### src/rtl/input_symbol_pkg.sv
// Shared symbol codes and sizes for the push-button symbol encoder.
// Codes match the automate input alphabet so downstream stages use them unchanged.
package input_symbol_pkg;

   localparam int unsigned NUM_BTN = 3;

   typedef logic [1:0] symbol_t;

   localparam symbol_t SYM_IDLE = 2'd0;
   localparam symbol_t SYM_A1   = 2'd1;
   localparam symbol_t SYM_A2   = 2'd2;
   localparam symbol_t SYM_A3   = 2'd3;

endpackage

### src/rtl/button_debouncer.sv
// One button: synchroniser chain, saturating-free debounce counter, level register,
// and one-cycle pulses on the edge where the debounced level rises or falls.
module button_debouncer #(
   parameter int unsigned SYNC_STAGES     = 2,
   parameter int unsigned DEBOUNCE_CYCLES = 16
) (
   input  logic clk,
   input  logic reset,
   input  logic btn_raw,
   output logic level,
   output logic rise,
   output logic fall
);

   localparam int unsigned CNT_W = (DEBOUNCE_CYCLES > 2) ? $clog2(DEBOUNCE_CYCLES) : 1;
   localparam logic [CNT_W-1:0] CNT_LAST = CNT_W'(DEBOUNCE_CYCLES - 1);

   logic [SYNC_STAGES-1:0] sync_q;
   logic [CNT_W-1:0]       cnt_q;
   logic                   level_q;
   logic                   synced;
   logic                   differ;
   logic                   toggle;

   assign synced = sync_q[SYNC_STAGES-1];
   assign differ = synced != level_q;
   assign toggle = differ && (cnt_q == CNT_LAST);

   always_ff @(posedge clk) begin
      if (reset) begin
         sync_q <= '0;
      end else begin
         sync_q <= {sync_q[SYNC_STAGES-2:0], btn_raw};
      end
   end

   // Any agreeing sample restarts the count, so only an unbroken run toggles the level.
   always_ff @(posedge clk) begin
      if (reset) begin
         cnt_q   <= '0;
         level_q <= 1'b0;
      end else if (!differ) begin
         cnt_q <= '0;
      end else if (toggle) begin
         cnt_q   <= '0;
         level_q <= ~level_q;
      end else begin
         cnt_q <= cnt_q + 1'b1;
      end
   end

   assign level = level_q;
   assign rise  = toggle & ~level_q;
   assign fall  = toggle & level_q;

endmodule

### src/rtl/input_symbol_encoder.sv
// Three debounced buttons -> serialised one-cycle symbol codes with a1 > a2 > a3 priority.
// Build option INPUT_SYMBOL_AUTOREPEAT_EN adds per-button auto-repeat while held.
module input_symbol_encoder
   import input_symbol_pkg::*;
#(
   parameter int unsigned SYNC_STAGES     = 2,
   parameter int unsigned DEBOUNCE_CYCLES = 16,
   parameter int unsigned REPEAT_DELAY    = 1000,
   parameter int unsigned REPEAT_PERIOD   = 250
) (
   input  logic       clk,
   input  logic       reset,
   input  logic [2:0] btn,
   output logic [1:0] sym,
   output logic       sym_valid,
   output logic [2:0] btn_level
);

   logic [NUM_BTN-1:0] rise;
   logic [NUM_BTN-1:0] fall;
   logic [NUM_BTN-1:0] rep_set;
   logic [NUM_BTN-1:0] pending_q;
   logic [NUM_BTN-1:0] sel_oh;
   symbol_t            sel_code;
   symbol_t            sym_q;
   logic               sym_valid_q;

   for (genvar i = 0; i < NUM_BTN; i++) begin : g_btn
      button_debouncer #(
         .SYNC_STAGES    (SYNC_STAGES),
         .DEBOUNCE_CYCLES(DEBOUNCE_CYCLES)
      ) u_debouncer (
         .clk    (clk),
         .reset  (reset),
         .btn_raw(btn[i]),
         .level  (btn_level[i]),
         .rise   (rise[i]),
         .fall   (fall[i])
      );
   end

`ifdef INPUT_SYMBOL_AUTOREPEAT_EN
   for (genvar i = 0; i < NUM_BTN; i++) begin : g_repeat
      logic [31:0] cnt_q;
      logic        phase_q;
      logic [31:0] limit;

      assign limit = phase_q ? 32'(REPEAT_PERIOD - 1) : 32'(REPEAT_DELAY - 1);
      // Gating with fall suppresses a repeat landing on the release edge.
      assign rep_set[i] = btn_level[i] & ~fall[i] & (cnt_q == limit);

      always_ff @(posedge clk) begin
         if (reset || !btn_level[i] || fall[i]) begin
            cnt_q   <= '0;
            phase_q <= 1'b0;
         end else if (cnt_q == limit) begin
            cnt_q   <= '0;
            phase_q <= 1'b1;
         end else begin
            cnt_q <= cnt_q + 32'd1;
         end
      end
   end
`else
   localparam int unsigned unused_repeat_cfg = REPEAT_DELAY + REPEAT_PERIOD;
   logic unused_fall;

   assign unused_fall = ^fall;
   assign rep_set     = '0;
`endif

   // Downward scan so the lowest pending index wins.
   always_comb begin
      sel_oh   = '0;
      sel_code = SYM_IDLE;
      for (int i = int'(NUM_BTN) - 1; i >= 0; i--) begin
         if (pending_q[i]) begin
            sel_oh    = '0;
            sel_oh[i] = 1'b1;
            sel_code  = symbol_t'(i + 1);
         end
      end
   end

   always_ff @(posedge clk) begin
      if (reset) begin
         pending_q   <= '0;
         sym_q       <= SYM_IDLE;
         sym_valid_q <= 1'b0;
      end else begin
         // Set after clear: a press arriving as its bit is served is kept.
         pending_q   <= (pending_q & ~sel_oh) | rise | rep_set;
         sym_q       <= sel_code;
         sym_valid_q <= |pending_q;
      end
   end

   assign sym       = sym_q;
   assign sym_valid = sym_valid_q;

endmodule
### config.mk
export PLATFORM = sky130hd
export DESIGN_NAME = input_symbol_encoder
export DESIGN_NICKNAME = d
export VERILOG_FILES = /design/src/rtl/input_symbol_pkg.sv /design/src/rtl/button_debouncer.sv /design/src/rtl/input_symbol_encoder.sv
export SDC_FILE = /design/constraint.sdc
export NUM_CORES = 1
export LEC_CHECK = 0
export BUFFER_PORTS_ARGS = -buffer_cell sky130_fd_sc_hd__buf_2
export CAP_MARGIN = 20
export CORE_ASPECT_RATIO = 1.25
export CORE_MARGIN = 1.5
export CORE_UTILIZATION = 28
export CTS_BUF_LIST = sky130_fd_sc_hd__clkbuf_8
export DETAILED_ROUTE_END_ITERATION = 8
export GPL_ROUTABILITY_DRIVEN = 1
export GPL_TIMING_DRIVEN = 0
export HOLD_SLACK_MARGIN = 0.03
export MAX_ROUTING_LAYER = met4
export SYNTH_ARGS = -nofsm -noshare
export SYNTH_HDL_FRONTEND = slang
export SYNTH_SLANG_ARGS = --single-unit
export TNS_END_PERCENT = 30
### constraint.sdc
create_clock -name clk -period 1.7 [get_ports clk]
set_clock_uncertainty 0.1 [all_clocks]
set_input_delay 0.425 -clock clk [delete_from_list [all_inputs] [get_ports clk]]
set_output_delay 0.425 -clock clk [all_outputs]
set_load 0.05 [all_outputs]
==> results of run 1 <==
==> flip-flops by register name (all words and copies together), names as in the netlist <==
| name | count |
|---|---|
| sym | 2 |
| g_btn.u_debouncer.level | 3 |
| pending_q | 3 |
| g_btn.u_debouncer.cnt_q | 12 |
| g_btn.u_debouncer.sync_q | 6 |
| sym_valid | 1 |
==> layout make-up <==
class / count / area, sq um
Timing Repair Buffer: 10 / 50.05
Clock buffer: 3 / 41.29
Sequential cell: 27 / 540.5
Inverter: 4 / 15.01
Clock inverter: 1 / 3.754
Fill cell: 336 / 2136
Tap cell: 37 / 46.29
Multi-Input combinational cell: 58 / 389.1
Buffer: 5 / 30.03
==> per-layer routing <==
metal / track usage, % / routed length (microns) / vias up
met5: - / 0 / -
met4: 7.317 / 25 / 0
met3: 2.052 / 49 / 2
met2: 14.14 / 660 / 7
met1: 7.614 / 593 / 286
li1: - / - / 332
==> cells in the mapped netlist <==
| library cell | count | share of area [%] |
|---|---|---|
| clkbuf_1 | 2 | 0.77 |
| nor4b_1 | 1 | 0.90 |
| o21ai_0 | 1 | 0.51 |
| ha_1 | 3 | 3.9 |
| and3b_1 | 3 | 2.7 |
| nand3b_1 | 3 | 2.3 |
| nor3_1 | 2 | 1.0 |
| nor2_1 | 15 | 5.8 |
| dfxtp_1 | 27 | 55 |
| mux2i_1 | 3 | 3.1 |
| nand3_2 | 2 | 2.1 |
| xor2_1 | 9 | 8.1 |
| a21oi_1 | 3 | 1.5 |
| inv_1 | 4 | 1.5 |
| or3b_1 | 2 | 1.8 |
| nand2_1 | 1 | 0.38 |
| nand3_1 | 4 | 2.1 |
| buf_4 | 3 | 2.3 |
| nor2b_1 | 6 | 3.9 |
==> through the flow <==
step / cell area (sq um) / utilization (%) / setup WS (ps) / power (mW)
5_1_grt: 1116 / 34.32 / 81.80 / 1.052
3_5_place_dp: 1071 / 32.94 / 323.1 / 0.6864
2_1_floorplan: 974.7 / - / 424.2 / 0.6767
6_report: 1116 / 34.32 / 148.6 / 1.012
3_3_place_gp: 1071 / 32.94 / 356.5 / 0.6853
4_1_cts: 1116 / 34.32 / 126.7 / 1.027
==> worst max-delay path by stage <==
| stage | to | slack [ps] | depth (start not counted) |
|---|---|---|---|
| 4_1_cts | btn_level[2] | 130 | 2 |
| 3_5_place_dp | pending_q[1] | 320 | 4 |
| 3_3_place_gp | pending_q[1] | 360 | 4 |
| 5_1_grt | btn_level[0] | 80 | 2 |
| 6_report | btn_level[0] | 150 | 2 |
| 2_1_floorplan | pending_q[1] | 420 | 4 |
==> cells by family (layout without fill, tap and decap cells) <==
kind of cell	Yosys count	in the layout
AND/OR/NAND/NOR	39	39
multiplexers	3	3
buffers and inverters	9	23
adder cells (fa/ha/maj)	3	3
flip-flops	27	27
AO/OA/AOI/OAI	4	4
XOR/XNOR	9	9
==> where the power goes <==
part / total [mW] / switching (mW) / internal, mW / leakage (nW)
combinational: 0.0257 / 0.0130 / 0.0127 / 0.272
sequential: 0.645 / 0.00446 / 0.641 / 0.219
clock: 0.341 / 0.180 / 0.161 / 0.0269
==> flow_summary.json, run 1 <==
{
  "holdWs_ps": 265.8,
  "cp-start-kind": "flip-flop",
  "drc_errors": 0,
  "layoutNonFillerInstCount": 145,
  "antenna_found_initial": 0,
  "path_clk_slew_ps": 90,
  "clock-sinks": 27,
  "finalCritPeriodShare_pct": 91.26,
  "coreArea_sq_um": 3252,
  "rrSetupSlack_ps": 320,
  "final_nets": 117,
  "dr.pass1.iters": 4,
  "start_util_pct": 29.97,
  "hold_end": "g_btn[1].u_debouncer.sync_q[0]",
  "power_density_nw_per_um2": 906.5,
  "yosys_warnings": 0,
  "drive_above_1_share_pct": 16.67,
  "slowest_delay_ps": 390,
  "whs_path_depth": 2,
  "syn_area_sq_um": 974.7,
  "antenna_cells": 0,
  "routed-via-count": 627,
  "io_buffers": 10,
  "post_cts_buffers": 0,
  "ios": 11,
  "crit_buf_inv": 2,
  "setup_viol": 0,
  "routedWlPerCell_microns": 9.152,
  "hold_buffers": 0,
  "status": "finished clean",
  "cts_max_level": 1,
  "syn_inst": 94,
  "drt_iter0_markers": 27,
  "setup_tns_ps": 0,
  "reg2reg_from": "g_btn[1].u_debouncer.cnt_q[0]",
  "die_height_microns": 68.97,
  "mostFrequentLayoutCell": "dfxtp_1",
  "grt_pass1_vias": 593,
  "syn_to_final_growth_pct": 14.51,
  "cp_data_arrival_time_ps": 1030,
  "synth_seq_cells": 27,
  "critical_path_required_ps": 1170,
  "rsz0062_at_grt": "no",
  "grt_pass1_wl_mm": 2.290,
  "leakagePower_nw": 0.5183,
  "grt_max_degree": 15,
  "ir_drop_mv": 0.5562,
  "criticalPathCategory": "flip-flop to output pin",
  "routed_wl_mm": 1.327,
  "critPathMaxFanout": 4,
  "rr_endpoint": "pending_q[1]",
  "min_from": "btn[1]",
  "cts-root-buf": "clkbuf_8",
  "synth_seq_area_share_pct": 55.46,
  "die_area_sq_um": 3846,
  "grt-ovfl-total": 0,
  "slew_headroom_pct": 72.12,
  "synth_top_family_by_area": "simple AND/OR/NAND/NOR gates",
  "gp_congestion": 0.6946,
  "synth_compound_area_share_pct": 2.054,
  "cts_resized": 0,
  "ant_nets": 0,
  "crit_path_start": "g_btn[0].u_debouncer.level",
  "synth_nets": 102,
  "cts_buffer_depth": 2,
  "syn_avg_cell_area_sq_um": 10.37,
  "routed_via_density": 4.324,
  "critical_path.top_delay_family": "flip-flops",
  "synth_mux_area_share_pct": 3.081,
  "synth_adder_area_share_pct": 3.851,
  "clk_latency_ps": 260,
  "fmax_mhz": 644.6,
  "worst-slew-pin-transition_ps": 418.2,
  "hold_viol": 0,
  "cp_slowest_cell": "dfxtp_1",
  "final_cell_mix": "27 x dfxtp_1, 15 x nor2_1, 10 x buf_2",
  "rows": 23,
  "maxSlewViolCount": 0,
  "synthSimpleGateAreaFrac_pct": 22.85,
  "place_hpwl_mm": 1.003,
  "die_x_microns": 55.77,
  "synth_xor_xnor_area_share_pct": 8.087,
  "end_kind": "output pin",
  "critical_path.cell_chain": "buf_4 -> buf_2",
  "reg2reg_depth": 4,
  "ys_types": 19,
  "cts_tree": "built",
  "placed_cells": 141,
  "holdCritPathClass": "primary input to flip-flop",
  "cap_viol_max_count": 0,
  "cts_made_buffers": 3,
  "track_usage_pct": 8.154,
  "fin_crit_ps": 1551
}
(Power assumes the default switching activity.)
==> inputs of run 2 (changes only) <==
- PLACE_DENSITY: default -> 0.48
==> run 2 against run 1 <==
Compared with the run above: die area is the same; register-to-register slack barely moved; power is 1.2% higher; largest power group unchanged.
==> flow_summary.json, run 2 (synthesized netlist as in run 1, its figures left out) <==
{
  "leakagePower_nw": 0.5168,
  "criticalPathCategory": "flip-flop to output pin",
  "rrSetupSlack_ps": 320,
  "cts_buffer_depth": 2,
  "holdCritPathClass": "primary input to flip-flop",
  "rsz0062_at_grt": "no",
  "end_kind": "output pin",
  "crit_path_end": "btn_level[0]",
  "start_util_pct": 29.97,
  "syn_to_final_growth_pct": 14.63,
  "post_cts_buffers": 0,
  "clock-sinks": 27,
  "slowest_delay_ps": 400,
  "final_nets": 117,
  "setup_viol": 0,
  "reg_top3": "g_btn.u_debouncer.cnt_q (12), g_btn.u_debouncer.sync_q (6)",
  "grt_pass1_wl_mm": 2.325,
  "fmax_mhz": 637.9,
  "routed_via_density": 4.317,
  "grt-ovfl-total": 0,
  "critPathMaxFanout": 4,
  "cp-start-kind": "flip-flop",
  "power.total_mw": 1.024,
  "coreArea_sq_um": 3252,
  "final_cell_mix": "27 x dfxtp_1, 15 x nor2_1, 10 x buf_2",
  "routed_wl_mm": 1.358,
  "hold_buffers": 0,
  "cts_max_level": 1,
  "routed-via-count": 626,
  "drive_above_1_share_pct": 17.59,
  "place_hpwl_mm": 1.005,
  "cap_viol_max_count": 0,
  "setup_tns_ps": 0,
  "critical_path.cell_chain": "buf_4 -> buf_2",
  "reg2reg_depth": 4,
  "routedWlPerCell_microns": 9.366,
  "die_x_microns": 55.77,
  "grt_max_degree": 16,
  "drc_errors": 0,
  "cp_slowest_cell": "dfxtp_1",
  "rr_endpoint": "pending_q[1]",
  "critical_path_required_ps": 1170,
  "largest_register_ffs": 12,
  "io_buffers": 10,
  "placed_cells": 141,
  "antenna_found_initial": 0,
  "largest_register": "g_btn.u_debouncer.cnt_q",
  "cts_tree": "built",
  "antenna_cells": 0,
  "layoutNonFillerInstCount": 145,
  "die_area_sq_um": 3846,
  "rows": 23,
  "fin_crit_ps": 1568,
  "grt_pass1_vias": 560,
  "cts-root-buf": "clkbuf_8",
  "path_clk_slew_ps": 90,
  "ios": 11,
  "clk_latency_ps": 270,
  "maxSlewViolCount": 0,
  "mostFrequentLayoutCell": "dfxtp_1",
  "cp_data_arrival_time_ps": 1040,
  "cts_resized": 0,
  "ir_drop_mv": 0.3391,
  "reg2reg_from": "g_btn[1].u_debouncer.cnt_q[0]",
  "power_density_nw_per_um2": 916.7,
  "ant_nets": 0,
  "finalCoreUtilization_pct": 34.36,
  "cts_made_buffers": 3,
  "track_usage_pct": 8.192,
  "worst-slew-pin-transition_ps": 450.2,
  "hold_viol": 0,
  "die_height_microns": 68.97,
  "status": "finished clean",
  "crit_path_start": "g_btn[0].u_debouncer.level",
  "slew_headroom_pct": 69.99,
  "drt_iter0_markers": 3,
  "dr.pass1.iters": 3,
  "finalCritPeriodShare_pct": 92.21,
  "gp_congestion": 0.6509
}
[run 2: worst max-delay path, delay by kind of cell, from the launching register on]
family	cells	cell delay (ps)
flops	1	400
buf+inv	2	380
[run 2: per-stage QoR]
stage	setup slack, ps	hold WS [ps]	area [sq um]
5_1_grt	79.80	272.0	1117
3_3_place_gp	341.7	318.2	1071
2_1_floorplan	424.2	313.8	974.7
3_5_place_dp	305.7	328.2	1071
6_report	132.4	259.9	1117
4_1_cts	120.6	253.5	1117
[run 2: metal layers]
| metal | global-route usage [%] | vias to the layer above | part of all wire (%) |
|---|---|---|---|
| met1 | 8.967 | 288 | 47 |
| met5 | - | - | 0 |
| met2 | 13.39 | 8 | 48 |
| li1 | - | 328 | - |
| met4 | 5.488 | 0 | 0.59 |
| met3 | 2.052 | 2 | 4.1 |
[run 2: layout make-up]
| cell class | instances | area [sq um] |
|---|---|---|
| fillers | 360 | 2135 |
| flip-flops and latches | 27 | 540.5 |
| multi-input cells | 58 | 389.1 |
| repair buffers | 10 | 50.05 |
| well taps | 37 | 46.29 |
| clock buffers | 3 | 41.29 |
| plain buffers | 5 | 30.03 |
| inverters | 4 | 15.01 |
| clock inverters | 1 | 5.005 |
[run 2: how the worst min path moves through the flow]
stage | start | to | slack, ps | cells past startpoint
after global placement | g_btn[2].u_debouncer.sync_q[0] | g_btn[2].u_debouncer.sync_q[1] | 320 | 1
after detailed placement | g_btn[0].u_debouncer.sync_q[0] | g_btn[0].u_debouncer.sync_q[1] | 330 | 1
after global routing | btn[1] | g_btn[1].u_debouncer.sync_q[0] | 270 | 2
final | btn[2] | g_btn[2].u_debouncer.sync_q[0] | 260 | 2
after floorplan | g_btn[0].u_debouncer.sync_q[0] | g_btn[0].u_debouncer.sync_q[1] | 310 | 1
after CTS | btn[2] | g_btn[2].u_debouncer.sync_q[0] | 250 | 2
[run 2: power breakdown]
part / leakage, nW / total, mW / internal, mW / switching (mW)
Sequential: 0.219 / 0.645 / 0.641 / 0.00444
Clock: 0.0255 / 0.353 / 0.164 / 0.189
Combinational: 0.272 / 0.0260 / 0.0127 / 0.0133
Total: 0.517 / 1.02 / 0.817 / 0.207
==> inputs of run 3 (changes only) <==
- ABC_AREA: default -> 1
==> run 3 against run 2 <==
Compared with the run above: flip-flop and latch count is the same; non-clock buffer count decreased by 1; fmax grew 2.7%; final area grew 5.3%; via count rose by 25%; power decreased by 1.1%; cell count rose by 26%; critical path depth stayed put; register-to-register slack gained 210 ps; routed wire length rose by 14%; utilization is 0.88 points lower.
==> flow_summary.json, run 3 <==
{
  "status": "finished clean",
  "drive_above_1_share_pct": 14.58,
  "routedWlPerCell_microns": 8.443,
  "clk_latency_ps": 260,
  "maxSlewViolCount": 0,
  "cts_buffer_depth": 2,
  "rrSetupSlack_ps": 530,
  "die_area_sq_um": 4062,
  "path_clk_slew_ps": 80,
  "criticalPathCategory": "flip-flop to output pin",
  "power_density_nw_per_um2": 861.2,
  "ant_nets": 0,
  "fillers": 381,
  "clock-sinks": 27,
  "hold_viol": 0,
  "fin_crit_ps": 1526,
  "grt-ovfl-total": 0,
  "syn_area_sq_um": 1032,
  "crit_buf_inv": 2,
  "io_buffers": 10,
  "rows": 24,
  "synth_top_area_share_pct": 52.36,
  "min_from": "btn[2]",
  "dr.pass1.iters": 3,
  "slew_headroom_pct": 83.11,
  "ys_types": 16,
  "holdCritPathClass": "primary input to flip-flop",
  "critPathMaxFanout": 4,
  "seq_area_sq_um": 540.5,
  "cp-start-kind": "flip-flop",
  "fmax_mhz": 655.3,
  "syn_inst": 130,
  "reg2reg_from": "g_btn[2].u_debouncer.cnt_q[0]",
  "rr_endpoint": "g_btn[2].u_debouncer.cnt_q[3]",
  "syn_to_final_growth_pct": 13.94,
  "die_height_microns": 70.89,
  "cts_tree": "built",
  "ys.flop_type": "dfxtp_1",
  "yosys_warnings": 0,
  "hold_end": "g_btn[2].u_debouncer.sync_q[0]",
  "netlist_top_cells_area": "dfxtp_1 52%, nor2_1 11%, inv_1 8.4%",
  "start_util_pct": 29.38,
  "reg2reg_depth": 4,
  "critical_path.top_delay_family": "flip-flops",
  "antenna_found_initial": 0,
  "grt_pass1_wl_mm": 2.760,
  "drt_iter0_markers": 4,
  "cp_data_arrival_time_ps": 1000,
  "post_cts_buffers": 0,
  "cap_viol_max_count": 0,
  "worst-slew-pin-transition_ps": 251.8,
  "rsz0062_at_grt": "no",
  "grt_pass1_vias": 685,
  "antenna_cells": 0,
  "final_nets": 153,
  "whs_path_depth": 3,
  "finalCritPeriodShare_pct": 89.76,
  "synth_seq_cells": 27,
  "routed-via-count": 784,
  "holdWs_ps": 254.5,
  "synth_nets": 138,
  "ios": 11,
  "track_usage_pct": 9.091,
  "hold_buffers": 0,
  "cp_slowest_cell": "dfxtp_1",
  "cts_made_buffers": 3,
  "end_kind": "output pin",
  "cts_max_level": 1,
  "multi_input_area_sq_um": 377.9,
  "yosys.cell_count.top_type": "nor2_1",
  "grt_max_degree": 15,
  "critical_path.cell_chain": "buf_4 -> buf_2",
  "cts-root-buf": "clkbuf_8",
  "ir_drop_mv": 0.4043,
  "crit_cells": 2,
  "final_cell_mix": "31 x nor2_1, 27 x dfxtp_1, 24 x inv_1",
  "synth_seq_area_share_pct": 52.36,
  "routed_via_density": 4.284,
  "synth_common_cells": "31 x nor2_1, 27 x dfxtp_1, 23 x inv_1, 18 x nand2_1, 6 x nand3_1",
  "largest_register": "g_btn.u_debouncer.cnt_q",
  "syn_avg_cell_area_sq_um": 7.940,
  "die_x_microns": 57.31,
  "cts_resized": 0,
  "mostFrequentLayoutCell": "nor2_1",
  "place_hpwl_mm": 1.234,
  "drc_errors": 0,
  "leakagePower_nw": 0.5287,
  "critical_path_required_ps": 1170,
  "setup_tns_ps": 0,
  "synthArstFlopShare_pct": 0,
  "setup_viol": 0,
  "gp_congestion": 0.6567,
  "synth_top_area_cell": "dfxtp_1",
  "coreArea_sq_um": 3513,
  "reg_top3": "g_btn.u_debouncer.cnt_q (12), g_btn.u_debouncer.sync_q (6)",
  "routed_wl_mm": 1.545,
  "slowest_delay_ps": 380,
  "largest_register_ffs": 12,
  "synth-edff-count": 0
}
## run 3: cell types whose count changed in the layout (fill, tap and decap cells not counted), moves of 3 or more
cell	delta
and3b_1	-3
inv_1	+20
mux2i_1	-3
nand2_1	+17
nand3b_1	-3
nand4_1	+4
nor2_1	+16
nor2b_1	-6
xnor2_1	+3
xor2_1	-9
## run 3: layout make-up
type / count / share of cell area, %
Sequential cell: 27 / 45.96
Multi-Input combinational cell: 76 / 32.13
Tap cell: 39 / 4.149
Buffer: 4 / 2.340
Inverter: 23 / 7.340
Clock inverter: 1 / 0.3191
Timing Repair Buffer: 10 / 4.255
Clock buffer: 3 / 3.511
## run 3: report_power, final
group          total (mW)  internal [mW]  switching [mW]  leakage [nW]
combinational      0.0278         0.0108          0.0170         0.283
sequential          0.645          0.641         0.00478         0.219
clock               0.340          0.161           0.178        0.0269
total                1.01          0.813           0.200         0.529
## run 3: logic make-up (layout without fill, tap and decap cells)
kind of cell,count (synthesis),in the layout,synth area share [%]
xor+xnor,3,3,2.546
compound gates,6,6,3.151
flops,27,27,52.36
buf+inv,27,41,11.03
simple gates,64,64,27.27
fa+ha+maj,3,3,3.637
## run 3: worst max-delay path by stage
stage | from | to | slack [ps]
2_1_floorplan | sym[0] | sym[0] | 590
3_3_place_gp | g_btn[0].u_debouncer.level | btn_level[0] | 480
3_5_place_dp | g_btn[0].u_debouncer.level | btn_level[0] | 470
4_1_cts | g_btn[0].u_debouncer.level | btn_level[0] | 160
5_1_grt | g_btn[2].u_debouncer.level | btn_level[2] | 120
6_report | g_btn[0].u_debouncer.level | btn_level[0] | 170
## run 3: metrics by stage
step	power [mW]	worst slack, ps	util, %	cells	cell area, sq um
6_report	1.013	174.0	33.48	183	1176
3_5_place_dp	0.6887	471.9	32.19	179	1131
5_1_grt	1.065	121.2	33.48	183	1176
4_1_cts	1.039	161.3	33.48	183	1176
2_1_floorplan	0.6781	587.7	-	130	1032
3_3_place_gp	0.6877	482.9	32.19	179	1131
## run 3: routing by layer
metal | up-vias | global-route usage (%) | wire length, microns
li1 | 422 | - | -
met1 | 349 | 10.24 | 704
met2 | 9 | 14.43 | 755
met3 | 4 | 1.645 | 47
met4 | 0 | 6.202 | 37
met5 | - | - | 0
## run 3: worst min-delay path, delay by kind of cell
kind          cells  cell delay, ps
simple gates      1              60
buf+inv           2             100
